[config.mk]
export PLATFORM = sky130hd
export DESIGN_NAME = compare_block
export DESIGN_NICKNAME = d
export VERILOG_FILES = /design/src/rtl/compare_block_pkg.sv /design/src/rtl/compare_block_rnd_data_gen.sv /design/src/rtl/compare_block.sv
export SDC_FILE = /design/constraint.sdc
export NUM_CORES = 1
export LEC_CHECK = 0
export BUFFER_PORTS_ARGS = -buffer_cell sky130_fd_sc_hd__clkbuf_2
export CAP_MARGIN = 40
export CORE_MARGIN = 3
export CORE_UTILIZATION = 47
export DETAILED_ROUTE_END_ITERATION = 8
export PLACE_DENSITY_LB_ADDON = 0.25
export SETUP_SLACK_MARGIN = 0.02
export SYNTH_ARGS = -nofsm -noshare
export SYNTH_HDL_FRONTEND = slang
export SYNTH_SLANG_ARGS = --single-unit
[constraint.sdc]
create_clock -name clk_i -period 2.3 [get_ports clk_i]
set_clock_uncertainty 0.2 [all_clocks]
set_input_delay 0.23 -clock clk_i [delete_from_list [all_inputs] [get_ports clk_i]]
set_output_delay 0.23 -clock clk_i [all_outputs]
set_load 0.03 [all_outputs]
[src/rtl/compare_block_pkg.sv]
// Shared settings for the read-back checker and its transmitter-side peer.
// Holds the Avalon/test width constants, the transaction descriptor that is
// handed from transmitter_block to compare_block, the data-mode enum and the
// byte-enable helper used by both the write and the check paths.
package compare_block_pkg;

  localparam int AMM_DATA_W  = 32;
  localparam int DATA_B_W    = AMM_DATA_W / 8;
  localparam int ADDR_B_W    = $clog2(DATA_B_W);
  localparam int ADDR_W      = 16;
  localparam int AMM_BURST_W = 5;
  localparam int IDX_W       = AMM_BURST_W - 1;

  // "BYTE": addresses count bytes, first/last words are partially enabled.
  // "WORD": addresses count Avalon words, every byte is always enabled.
  localparam ADDR_TYPE = "BYTE";

  typedef enum logic {
    PTRN     = 1'b0,
    RND_DATA = 1'b1
  } data_mode_t;

  typedef struct packed {
    logic [ADDR_W-1:0]   start_addr;
    logic [ADDR_B_W-1:0] start_off;
    logic [ADDR_B_W-1:0] end_off;
    logic [IDX_W-1:0]    words_count;
    data_mode_t          data_mode;
    logic [7:0]          data_ptrn;
  } cmp_struct_t;

  // Byte i is enabled unless it lies before start_off in the first word or
  // after end_off in the last word; a single-word burst applies both bounds.
  function automatic logic [DATA_B_W-1:0] byteenable_mask(
    input logic                first,
    input logic [ADDR_B_W-1:0] start_off,
    input logic                last,
    input logic [ADDR_B_W-1:0] end_off
  );
    logic [DATA_B_W-1:0] mask;
    mask = '0;
    for (int i = 0; i < DATA_B_W; i++) begin
      mask[i] = (!first || (ADDR_B_W'(i) >= start_off)) &&
                (!last  || (ADDR_B_W'(i) <= end_off));
    end
    return mask;
  endfunction

endpackage

[src/rtl/compare_block_rnd_data_gen.sv]
// 8-bit LFSR producing the per-word data byte for RND_DATA tests.
// Ports:
//   clk_i  - clock
//   rst_i  - synchronous active-high reset, clears the register
//   load_i - load seed_i (has priority over step_i)
//   seed_i - seed value
//   step_i - advance one LFSR step
//   data_o - current LFSR value
module rnd_data_gen (
  input  logic       clk_i,
  input  logic       rst_i,
  input  logic       load_i,
  input  logic [7:0] seed_i,
  input  logic       step_i,
  output logic [7:0] data_o
);

  logic [7:0] data_q;
  logic [7:0] data_d;

  // Loading a new seed wins over stepping so that re-arming in the same
  // cycle as a checked beat starts the new sequence cleanly.
  always_comb begin
    data_d = data_q;
    if (load_i) begin
      data_d = seed_i;
    end else if (step_i) begin
      data_d = {data_q[6:0], data_q[6] ^ data_q[1] ^ data_q[0]};
    end
  end

  always_ff @(posedge clk_i) begin
    if (rst_i) begin
      data_q <= '0;
    end else begin
      data_q <= data_d;
    end
  end

  assign data_o = data_q;

endmodule

[src/rtl/compare_block.sv]
// Read-back checker for WRITE_AND_CHECK tests. Latches a transaction
// descriptor on cmp_en_i, regenerates the expected data for every word and
// compares it, byte-masked, against Avalon-MM read data.
// Ports:
//   clk_i, rst_i     - clock, synchronous active-high reset
//   cmp_en_i         - 1-cycle strobe arming the checker with cmp_struct_i
//   cmp_struct_i     - transaction descriptor
//   readdatavalid_i  - Avalon read beat valid
//   readdata_i       - Avalon read data
//   cmp_busy_o       - armed and expecting beats
//   cmp_done_o       - 1-cycle pulse: last beat checked with no error
//   cmp_error_o      - 1-cycle pulse: mismatch detected
//   err_addr_o       - address of the failing word
//   err_data_o       - read data of the failing word
//   err_exp_o        - expected data of the failing word, masked bytes zeroed
module compare_block
  import compare_block_pkg::*;
(
  input  logic                  clk_i,
  input  logic                  rst_i,
  input  logic                  cmp_en_i,
  input  cmp_struct_t           cmp_struct_i,
  input  logic                  readdatavalid_i,
  input  logic [AMM_DATA_W-1:0] readdata_i,
  output logic                  cmp_busy_o,
  output logic                  cmp_done_o,
  output logic                  cmp_error_o,
  output logic [ADDR_W-1:0]     err_addr_o,
  output logic [AMM_DATA_W-1:0] err_data_o,
  output logic [AMM_DATA_W-1:0] err_exp_o
);

  typedef enum logic {
    IDLE  = 1'b0,
    ARMED = 1'b1
  } state_t;

  state_t                state_q, state_d;
  cmp_struct_t           ctx_q, ctx_d;
  logic [IDX_W-1:0]      idx_q, idx_d;
  logic                  done_q, done_d;
  logic                  error_q, error_d;
  logic [ADDR_W-1:0]     err_addr_q, err_addr_d;
  logic [AMM_DATA_W-1:0] err_data_q, err_data_d;
  logic [AMM_DATA_W-1:0] err_exp_q, err_exp_d;

  logic [7:0]            exp_byte;
  logic                  lfsr_load;
  logic                  lfsr_step;
  logic [DATA_B_W-1:0]   mask;
  logic [ADDR_W-1:0]     beat_addr;
  logic                  is_last;
  logic                  beat_chk;
  logic                  mismatch;
  logic [AMM_DATA_W-1:0] exp_word;
  logic [AMM_DATA_W-1:0] exp_masked;

  // The expected byte lives in the LFSR for both modes; in PTRN mode it is
  // simply loaded and never stepped.
  rnd_data_gen u_rnd_data_gen (
    .clk_i  (clk_i),
    .rst_i  (rst_i),
    .load_i (lfsr_load),
    .seed_i (cmp_struct_i.data_ptrn),
    .step_i (lfsr_step),
    .data_o (exp_byte)
  );

  assign is_last  = (idx_q == ctx_q.words_count);
  assign beat_chk = (state_q == ARMED) && readdatavalid_i;
  assign exp_word = {DATA_B_W{exp_byte}};

  // Addressing mode decides both the partial-word mask and how the word
  // index maps onto the reported failing address.
  if (ADDR_TYPE == "BYTE") begin : g_byte_addr
    assign mask      = byteenable_mask(idx_q == '0, ctx_q.start_off, is_last, ctx_q.end_off);
    assign beat_addr = ctx_q.start_addr + (ADDR_W'(idx_q) << ADDR_B_W);
  end else begin : g_word_addr
    assign mask      = '1;
    assign beat_addr = ctx_q.start_addr + ADDR_W'(idx_q);
  end

  // Per-byte compare and the masked expected word reported on error.
  always_comb begin
    mismatch   = 1'b0;
    exp_masked = '0;
    for (int i = 0; i < DATA_B_W; i++) begin
      if (mask[i]) begin
        exp_masked[8*i +: 8] = exp_word[8*i +: 8];
        if (readdata_i[8*i +: 8] != exp_word[8*i +: 8]) begin
          mismatch = 1'b1;
        end
      end
    end
  end

  // Next-state logic. A beat arriving with cmp_en_i is judged against the
  // old context first; the new context then takes over. Error capture is
  // applied after the arm-time clear so a coincident failure keeps its
  // diagnostic data.
  always_comb begin
    state_d    = state_q;
    ctx_d      = ctx_q;
    idx_d      = idx_q;
    done_d     = 1'b0;
    error_d    = 1'b0;
    err_addr_d = err_addr_q;
    err_data_d = err_data_q;
    err_exp_d  = err_exp_q;
    lfsr_load  = 1'b0;
    lfsr_step  = 1'b0;

    if (beat_chk) begin
      if (!mismatch) begin
        lfsr_step = (ctx_q.data_mode == RND_DATA);
        if (is_last) begin
          done_d  = 1'b1;
          state_d = IDLE;
        end else begin
          idx_d = idx_q + IDX_W'(1);
        end
      end else begin
        error_d = 1'b1;
        state_d = IDLE;
      end
    end

    if (cmp_en_i) begin
      state_d    = ARMED;
      ctx_d      = cmp_struct_i;
      idx_d      = '0;
      lfsr_load  = 1'b1;
      err_addr_d = '0;
      err_data_d = '0;
      err_exp_d  = '0;
    end

    if (beat_chk && mismatch) begin
      err_addr_d = beat_addr;
      err_data_d = readdata_i;
      err_exp_d  = exp_masked;
    end
  end

  always_ff @(posedge clk_i) begin
    if (rst_i) begin
      state_q    <= IDLE;
      ctx_q      <= '0;
      idx_q      <= '0;
      done_q     <= 1'b0;
      error_q    <= 1'b0;
      err_addr_q <= '0;
      err_data_q <= '0;
      err_exp_q  <= '0;
    end else begin
      state_q    <= state_d;
      ctx_q      <= ctx_d;
      idx_q      <= idx_d;
      done_q     <= done_d;
      error_q    <= error_d;
      err_addr_q <= err_addr_d;
      err_data_q <= err_data_d;
      err_exp_q  <= err_exp_d;
    end
  end

  assign cmp_busy_o  = (state_q == ARMED);
  assign cmp_done_o  = done_q;
  assign cmp_error_o = error_q;
  assign err_addr_o  = err_addr_q;
  assign err_data_o  = err_data_q;
  assign err_exp_o   = err_exp_q;

endmodule

==> impl_results.md, run 1 <==
- Fill count: 722
- Fmax: 0.435 GHz
- Ys async rst share: 0%
- CP arrival: 2.54 ns
- Antenna violations before repair: 0
- Sw frac: 24.8%
- R2r endpoint: err_data_o[2]$_SDFFE_PP0P_
- Post-Route WL: 16.7 mm
- Drt wl/cell: 17.6 microns
- Initial DRT Pass Iterations: 5
- Root Driver: clkbuf_8
- Placeable Area: 0.0106 sq mm
- WHS Endpoint: err_exp_o[0]$_SDFFE_PP0P_
- Final hold violations: 0
- DRC violations left: 0
- Nets: 873
- Worst hold path startpoint: rst_i
- Failing checks: negative setup slack
- Initial core utilization: 49.4%
- Count of input and output buffers: 151
- H-tree levels: 4
- Worst Setup End Kind: flip-flop
- CP Data Required Time: 2.54 ns
- Post-synth EDFFs: 0
- # rows: 37
- Clock share of power: 49.0%
- Final hold slack: 0.0446 ns
- Gr ovfl total: 0
- Avg Inst Size Synth: 9.19 sq um
- Relative slew slack: 59.2%
- Synth cell types: 46
- Sequential-to-total area share from yosys stat: 46.0%
- Placer congestion estimate: 0.857
- Ports: 152
- Leakage: 3.37 nW
- GRT Util Overall: 25.1%
- First-pass GRT wire length: 25.4 mm
- Area of the multi-input gates: 0.00281 sq mm
- RSZ-0062 raised after global routing: yes
- Vias in the first global route: 5140
- Die height: 111 microns
- Clock Path Buffers: 2
- DR vias: 5157
- Crit Path Category: reg -> reg
- Synthesis Warnings: 0
- Max cap viols: 0
- Final setup TNS: -0.000302 ns
- Max IR drop VDD: 0.594 mV
- Layout cells sized above 1: 34.6%
- Crit-path cells: xnor2_1 > nand4_4 > o21ai_2 > o221a_4 > a21bo_4 > buf_12 > nand3_1 > o21ai_1
- Reg area: 0.00241 sq mm
- Worst-path clk slew: 0.06 ns
- Pwr Density: 722 mW/mm^2
- Worst-Skew Late Latency: 0.53 ns
- TritonCTS clock tree: built
- R2R depth: 8
- Clock Sinks: 120
- Crit share post-route: 100%
- Final setup viols: 1
- Internal power: 4.31 mW
- Die ar.: 0.0124 sq mm
- Area grow syn2layout: 52.0%
- Crit path max fanout: 11
- Seq pwr share: 38.4%
- Hold WC Path Type: in -> reg
- Syn nets: 644
- Vias per inst: 5.45
- CP max-delay cell: dfxtp_4
- Total CTS buffers: 17
- Placed Area: 0.00626 sq mm
- Critical path launch point type: flip-flop
- Post-synthesis sequential element count: 120
- CP max stage delay: 0.36 ns
- Worst setup margin: -0.000302 ns
- Pin count of the biggest net entering global routing: 45
- Comb power frac: 12.6%
- Dominant synthesized flop cell: dfxtp_1
- Worst R2R Start: idx_q[0]$_SDFFE_PP0P_
- Final instance area: 0.00793 sq mm
- P_sw: 1.42 mW
- R2R Setup Slk: -0.0003 ns
- Hold path cells: 4
- Status: complete, but fails checks
- Initial drt markers: 395
- Fin cells: 947
- Fin crit period: 2.30 ns
- HPWL Detailed: 10.5 mm
- Post-synthesis cell area: 0.00522 sq mm
- Slew @ Worst Pin: 0.610 ns
- Post-place setup slack: -0.0372 ns
- Final antenna-violating net count: 0
- Placed Cells: 833
- Syn Inst Count: 568
- Die X: 111 microns
- Final Max Tran Viols: 0
## cells in the mapped netlist, types with 4 or more instances
library cell	count	area, sq um
dfxtp_1	120	2400
mux2i_1	24	240
nor2b_1	4	25.0
a32oi_1	8	70.1
xnor2_1	30	263
and2_1	4	25.0
o21ai_0	26	130
xor2_1	21	184
nand2_1	50	188
buf_6	11	124
nand3_1	86	430
buf_1	4	15.0
clkbuf_1	16	60.1
buf_2	17	85.1
nor2_1	34	128
o31ai_1	43	323
ha_1	6	75.1
nand4_1	6	37.5
o21ai_1	21	105
## layout by cell type (no fill, tap or decap), types with 15 or more instances in the layout
| cell type | n |
|---|---|
| buf_4 | 22 |
| clkbuf_16 | 19 |
| clkbuf_2 | 150 |
| dfxtp_1 | 115 |
| dlygate4sd3_1 | 71 |
| mux2i_1 | 24 |
| nand2_1 | 50 |
| nand3_1 | 63 |
| nand3_2 | 23 |
| nor2_1 | 33 |
| o21ai_0 | 15 |
| o21ai_1 | 32 |
| o31ai_1 | 35 |
| xnor2_1 | 28 |
| xor2_1 | 21 |
## worst max-delay path: cells and delay by family (launching register included)
kind	cells	cell delay [ns]
XOR/XNOR	1	0.29
AND/OR/NAND/NOR	2	0.33
buffers and inverters	1	0.17
AO/OA/AOI/OAI	4	0.86
flip-flops	1	0.36
## power groups by stage
| stage | Sequential, mW | Combinational [mW] | Clock, mW |
|---|---|---|---|
| finish | 2.20 | 0.720 | 2.81 |
| CTS | 2.19 | 0.654 | 2.84 |
| global route | 2.20 | 0.775 | 2.93 |
| detailed placement | 2.24 | 0.551 | 0 |
| floorplan | 2.26 | 0.332 | 0 |
| global placement | 2.24 | 0.543 | 0 |
## timing repair
action | in CTS | in global routing
gates resized for setup | 5 | 42
gates cloned | 0 | 6
setup buffers | 0 | 4
hold endpoints to repair | 66 | 0
setup endpoints to repair | 9 | 90
pin swaps | 0 | 8
hold buffers | 71 | 0
## cells by family (layout without fill, tap and decap cells)
kind of cell	after synthesis	in the layout	synth area share (%)
AOI/OAI and AO/OA	116	117	15.2
xor gates and xnor gates	51	51	8.56
adders and majority gates	7	7	1.82
buffers and inverters	54	295	5.92
DFF	120	120	46.0
muxes	24	24	4.60
other	0	1	0
and+or+nand+nor	196	196	17.8
## worst max path at each step
stage,start,end,slack [ns],cells after the start
2_1_floorplan,idx_q[0]$_SDFFE_PP0P_,err_addr_o[13]$_SDFFE_PP0P_,-0.02,13
3_3_place_gp,idx_q[0]$_SDFFE_PP0P_,err_addr_o[5]$_SDFFE_PP0P_,0.03,9
3_5_place_dp,idx_q[0]$_SDFFE_PP0P_,err_addr_o[5]$_SDFFE_PP0P_,-0.04,9
4_1_cts,idx_q[2]$_SDFFE_PP0P_,err_exp_o[7]$_SDFFE_PP0P_,-0.002,8
5_1_grt,idx_q[0]$_SDFFE_PP0P_,idx_q[3]$_SDFFE_PP0P_,-0.11,7
6_report,idx_q[0]$_SDFFE_PP0P_,err_data_o[2]$_SDFFE_PP0P_,-0.0003,8
## through the flow
| step | util [%] | power, mW |
|---|---|---|
| finish | 75.1 | 5.73 |
| CTS | 72.2 | 5.69 |
| global route | 75.1 | 5.91 |
| global placement | 59.3 | 2.78 |
| detailed placement | 59.3 | 2.79 |
| floorplan | - | 2.60 |
## layout make-up
class | count | share of cell area [%]
inverter | 4 | 0.221
clock inverter | 11 | 2.15
multi-input combinational | 395 | 35.4
antenna | 1 | 0.0316
tap | 136 | 2.15
sequential | 120 | 30.4
timing repair buffer | 259 | 23.9
clock buffer | 21 | 5.79
## flip-flops by register name, indices dropped and copies added, names as in the netlist
name                   cells
err_data_o                32
u_rnd_data_gen.data_o      8
err_exp_o                 32
cmp_error_o                1
cmp_done_o                 1
err_addr_o                16
ctx_q                     25
cmp_busy_o                 1
idx_q                      4
## routing by layer
layer	track usage [%]	share of wire, %	up-vias
li1	-	-	2475
met5	0	0	-
met1	28.9	41	2458
met2	44.9	52	186
met3	5.43	5.4	38
met4	10.8	2.4	0
Note: power is estimated with default switching activity, not from simulation.
==> run 2: changes to the inputs <==
- PLACE_DENSITY: not set -> 0.76
- PLACE_DENSITY_LB_ADDON: 0.25 -> not set
- clock period: 2.3 -> 1.86 ns (I/O delays scaled with it)
==> impl_results.md, run 2 (synthesis results as in run 1) <==
- Status: complete, but fails checks
- Failing checks: negative setup slack
- Leading cell type in the layout, fill and taps excluded: clkbuf_2
- Hold WC Path Type: in -> reg
- Vias per inst: 5.65
- Final Max Tran Viols: 0
- Worst-path clk slew: 0.06 ns
- Comb power frac: 15.3%
- Root Driver: clkbuf_8
- Drt wl/cell: 19.1 microns
- DR vias: 5557
- Final setup viols: 95
- Fin crit period: 2.46 ns
- Placer congestion estimate: 0.876
- Worst setup margin: -0.599 ns
- Total CTS buffers: 17
- Leakage: 3.67 nW
- Critical path launch point type: flip-flop
- Fill count: 620
- Final setup TNS: -50.01 ns
- Max IR drop VDD: 0.491 mV
- Crit Path Category: reg -> reg
- Area of the multi-input gates: 0.00294 sq mm
- Count of input and output buffers: 151
- Final hold slack: 0.229 ns
- Crit share post-route: 132%
- # rows: 37
- GRT Util Overall: 27.1%
- Die ar.: 0.0124 sq mm
- CP Data Required Time: 2.10 ns
- H-tree levels: 4
- HPWL Detailed: 10.6 mm
- Worst Setup End Kind: flip-flop
- Initial drt markers: 637
- Final antenna-violating net count: 0
- Max cap viols: 0
- Die height: 111 microns
- ANT cells: 0
- Initial core utilization: 49.4%
- Sw frac: 26.3%
- DRC violations left: 0
- R2R Setup Slk: -0.60 ns
- Antenna violations before repair: 0
- Initial DRT Pass Iterations: 6
- Pin count of the biggest net entering global routing: 74
- First-pass GRT wire length: 27.2 mm
- Slew @ Worst Pin: 0.523 ns
- Most frequent cells in the layout: 151 x clkbuf_2, 115 x dfxtp_1, 69 x dlygate4sd3_1
- Layout cells sized above 1: 40.7%
- Placeable Area: 0.0106 sq mm
- Fmax: 0.407 GHz
- Seq pwr share: 38.7%
- RSZ-0062 raised after global routing: yes
- Internal power: 5.16 mW
- Nets: 911
- Vias in the first global route: 5411
- Ports: 152
- P_sw: 1.84 mW
- Clock Sinks: 120
- Crit path max fanout: 5
- Reg area: 0.00241 sq mm
- Final hold violations: 0
- Clock Path Buffers: 2
- Gr ovfl total: 0
- Clock share of power: 45.9%
- Pwr Density: 826 mW/mm^2
- TritonCTS clock tree: built
- Area grow syn2layout: 62.6%
- Post-Route WL: 18.8 mm
- CP arrival: 2.70 ns
- Worst-Skew Late Latency: 0.53 ns
- Die X: 111 microns
- Relative slew slack: 65.0%
## run 2: changes by cell type in the layout (fill, tap and decap cells not counted), moves of 4 or more
cell | before | now
clkbuf_16 | 19 | 23
o21ai_2 | 1 | 5
buf_16 | 0 | 5
o31ai_1 | 35 | 24
buf_12 | 5 | 9
buf_4 | 22 | 54
xnor2_1 | 28 | 24
nand3_1 | 63 | 59
o31ai_2 | 8 | 18
o21ai_0 | 15 | 7
xnor2_2 | 2 | 6
## run 2: through the flow
step,total power [mW],instances,utilization (%),cell area (sq um),setup WS [ns]
final,7.01,983,80.4,8480,-0.599
after global routing,7.22,983,80.4,8480,-0.685
after CTS,6.89,972,76.6,8090,-0.494
after detailed placement,3.52,859,61.9,6530,-0.452
after global placement,3.50,859,61.9,6530,-0.379
after floorplan,3.22,568,-,5410,-0.454
## run 2: what timing repair did
item,in CTS,in global routing
endpoints found under the setup margin,95,95
buffers inserted,9,6
endpoints found under the hold margin,66,0
hold buffers,69,0
pin swaps,6,10
gates resized for setup,18,47
gates cloned,4,6
## run 2: power groups by stage
stage                     registers, mW  logic [mW]  clock network [mW]
after floorplan                    2.80       0.421                   0
after global routing               2.72        1.13                3.36
after global placement             2.76       0.739                   0
after detailed placement           2.77       0.759                   0
final                              2.71        1.07                3.22
after CTS                          2.71       0.946                3.23
## run 2: path summary, 6_finish.rpt
kind	start	to	depth (start not counted)
hold / removal	cmp_struct_i[11]	ctx_q[11]$_SDFFE_PP0P_	4
setup reg to reg	idx_q[1]$_SDFFE_PP0P_	err_exp_o[0]$_SDFFE_PP0P_	12
hold reg to reg	err_data_o[30]$_SDFFE_PP0P_	err_data_o[30]$_SDFFE_PP0P_	2
setup / recovery	idx_q[1]$_SDFFE_PP0P_	err_exp_o[0]$_SDFFE_PP0P_	12
## run 2: routing by layer
layer / vias to the layer above / wire length [microns] / part of all wire (%) / global-route usage, %
met5: - / 0 / 0 / 0
met1: 2680 / 7190 / 38 / 31.3
met3: 37 / 1350 / 7.2 / 7.23
met4: 0 / 453 / 2.4 / 11.7
met2: 293 / 9800 / 52 / 47.3
li1: 2547 / - / - / -
## run 2: worst max-delay path, cell delays in order, from the launching register on
cell,delay [ns]
dfxtp_4,0.37
inv_4,0.06
ha_4,0.11
nor3b_4,0.25
o21a_1,0.24
a41o_1,0.18
o221a_4,0.21
a21bo_4,0.19
buf_12,0.15
buf_12,0.12
clkbuf_16,0.14
nand3_2,0.07
o31ai_2,0.07
## run 2: area by class of cell
type	instances	area share (%)
timing repair buffer	298	27.9
clock buffer	20	5.38
inverter	4	0.236
sequential	120	28.5
clock inverter	11	1.43
tap	136	2.01
multi-input combinational	394	34.6
==> run 3: changes to the inputs <==
- GPL_ROUTABILITY_DRIVEN: not set -> 1
- MAX_ROUTING_LAYER: not set -> met4
- RECOVER_POWER: not set -> 100
==> impl_results.md, run 3 (synthesis results as in run 1) <==
- H-tree levels: 4
- Most common cell on crit path: buf_12
- Worst-Skew Late Latency: 0.53 ns
- Status: complete, but fails checks
- Die height: 111 microns
- R2r endpoint: err_exp_o[0]$_SDFFE_PP0P_
- Total CTS buffers: 17
- Pwr Density: 836 mW/mm^2
- Initial core utilization: 49.4%
- First-pass GRT wire length: 27.2 mm
- Hold path cells: 4
- Ports: 152
- Post-Route WL: 18.8 mm
- Final hold violations: 0
- Worst setup endpoint: err_exp_o[0]$_SDFFE_PP0P_
- Initial DRT Pass Iterations: 5
- Hold WC Path Type: in -> reg
- Final setup viols: 119
- Crit share post-route: 132%
- Final antenna-violating net count: 0
- Pin count of the biggest net entering global routing: 74
- Fin crit period: 2.45 ns
- DR vias: 5539
- Critical path launch point type: flip-flop
- Initial drt markers: 585
- CP Data Required Time: 2.10 ns
- Crit path max fanout: 5
- Die X: 111 microns
- Failing checks: negative setup slack
- Crit-path cells: inv_4 > ha_4 > nor3b_4 > o21a_1 > a41o_1 > o221a_4 > a21bo_4 > buf_12 > buf_12 > clkbuf_16 > nand3_2 > o31ai_2
- Fill count: 671
- Nets: 911
- R2R depth: 12
- Final setup TNS: -50.43 ns
- HPWL Detailed: 10.6 mm
- Relative slew slack: 45.0%
- Die ar.: 0.0124 sq mm
- Worst-path clk slew: 0.06 ns
- Final Total Pwr: 7.01 mW
- Layout cells sized above 1: 30.8%
- CP max stage delay: 0.37 ns
- Final instance area: 0.00838 sq mm
- Antenna violations before repair: 0
- TritonCTS clock tree: built
- Placed Area: 0.00653 sq mm
- Leading cell type in the layout, fill and taps excluded: dfxtp_1
- CP max-delay cell: dfxtp_4
- Fmax: 0.408 GHz
- Most frequent cells in the layout: 115 x dfxtp_1, 85 x clkbuf_1, 69 x dlygate4sd3_1
- Max IR drop VDD: 0.486 mV
- Vias in the first global route: 5415
- Worst setup margin: -0.594 ns
- Gr ovfl total: 0
- ANT cells: 0
- # rows: 37
- CP arrival: 2.69 ns
- Critical path startpoint: idx_q[0]$_SDFFE_PP0P_
- Vias per inst: 5.63
- Placer congestion estimate: 0.890
- Placeable Area: 0.0106 sq mm
- Crit Path Category: reg -> reg
- Final Max Tran Viols: 0
- R2R Setup Slk: -0.59 ns
- Slew @ Worst Pin: 0.825 ns
- Final hold slack: 0.229 ns
- Leakage: 3.38 nW
- Clock Path Buffers: 2
- GRT Util Overall: 27.9%
- Count of input and output buffers: 151
- DRC violations left: 0
- Worst R2R Start: idx_q[0]$_SDFFE_PP0P_
- Clock Sinks: 120
- Area grow syn2layout: 60.5%
- Root Driver: clkbuf_8
- Drt wl/cell: 19.2 microns
- Worst Setup End Kind: flip-flop
- Max cap viols: 0
- RSZ-0062 raised after global routing: yes
run 3: cell count changes in the layout (fill, tap and decap cells not counted):
cell,change
buf_4,-1
clkbuf_1,+84
clkbuf_2,-83
run 3: worst min-delay path by stage:
stage                startpoint                                     to  slack [ns]
6_report       cmp_struct_i[11]                 ctx_q[11]$_SDFFE_PP0P_        0.23
2_1_floorplan   readdatavalid_i                cmp_busy_o$_SDFFE_PP0P_        0.10
4_1_cts         readdatavalid_i                cmp_busy_o$_SDFFE_PP0P_        0.22
3_3_place_gp    cmp_struct_i[5]  u_rnd_data_gen.data_o[5]$_SDFFE_PP0P_        0.20
3_5_place_dp    cmp_struct_i[6]  u_rnd_data_gen.data_o[6]$_SDFFE_PP0P_        0.21
5_1_grt        cmp_struct_i[12]                 ctx_q[12]$_SDFFE_PP0P_        0.24
run 3: final cells by class:
type	instances	area (sq um)	area share (%)
flip-flops and latches	120	2410	28.8
clock buffers	20	457	5.45
clock inverters	11	121	1.45
well taps	136	170	2.03
inverters	4	20.0	0.239
multi-input cells	394	2940	35.1
repair buffers	298	2260	26.9
run 3: stage by stage:
step	setup WS, ns	instances	util, %
6_report	-0.594	983	79.4
5_1_grt	-0.685	983	79.4
4_1_cts	-0.494	972	76.6
3_5_place_dp	-0.452	859	61.9
3_3_place_gp	-0.379	859	61.9
2_1_floorplan	-0.454	568	-
run 3: routing by layer:
layer	up-vias	wire [microns]	track usage, %
met3	51	1240	6.90
met4	0	493	11.7
met2	286	9790	47.3
met1	2651	7320	31.5
met5	-	0	-
li1	2551	-	-
run 3: what timing repair did:
action | CTS | global route
buffers inserted | 9 | 6
resized for setup | 18 | 47
endpoints found under the hold margin | 66 | 0
setup endpoints to repair | 95 | 95
cloned | 4 | 6
pin swaps | 6 | 10
hold buffers | 69 | 0
run 3: worst max-delay path, delay by kind of cell, from the launching register on:
kind,cells,cell delay (ns)
compound gates,5,0.89
flops,1,0.37
fa+ha+maj,1,0.11
buf+inv,4,0.47
simple gates,2,0.32
run 3: power breakdown:
group	switching, mW	total, mW	leakage, nW	internal, mW
Clock	1.22	3.22	0.270	2.01
Combinational	0.561	1.07	2.13	0.506
Sequential	0.0716	2.71	0.978	2.64
Total	1.85	7.01	3.38	5.16
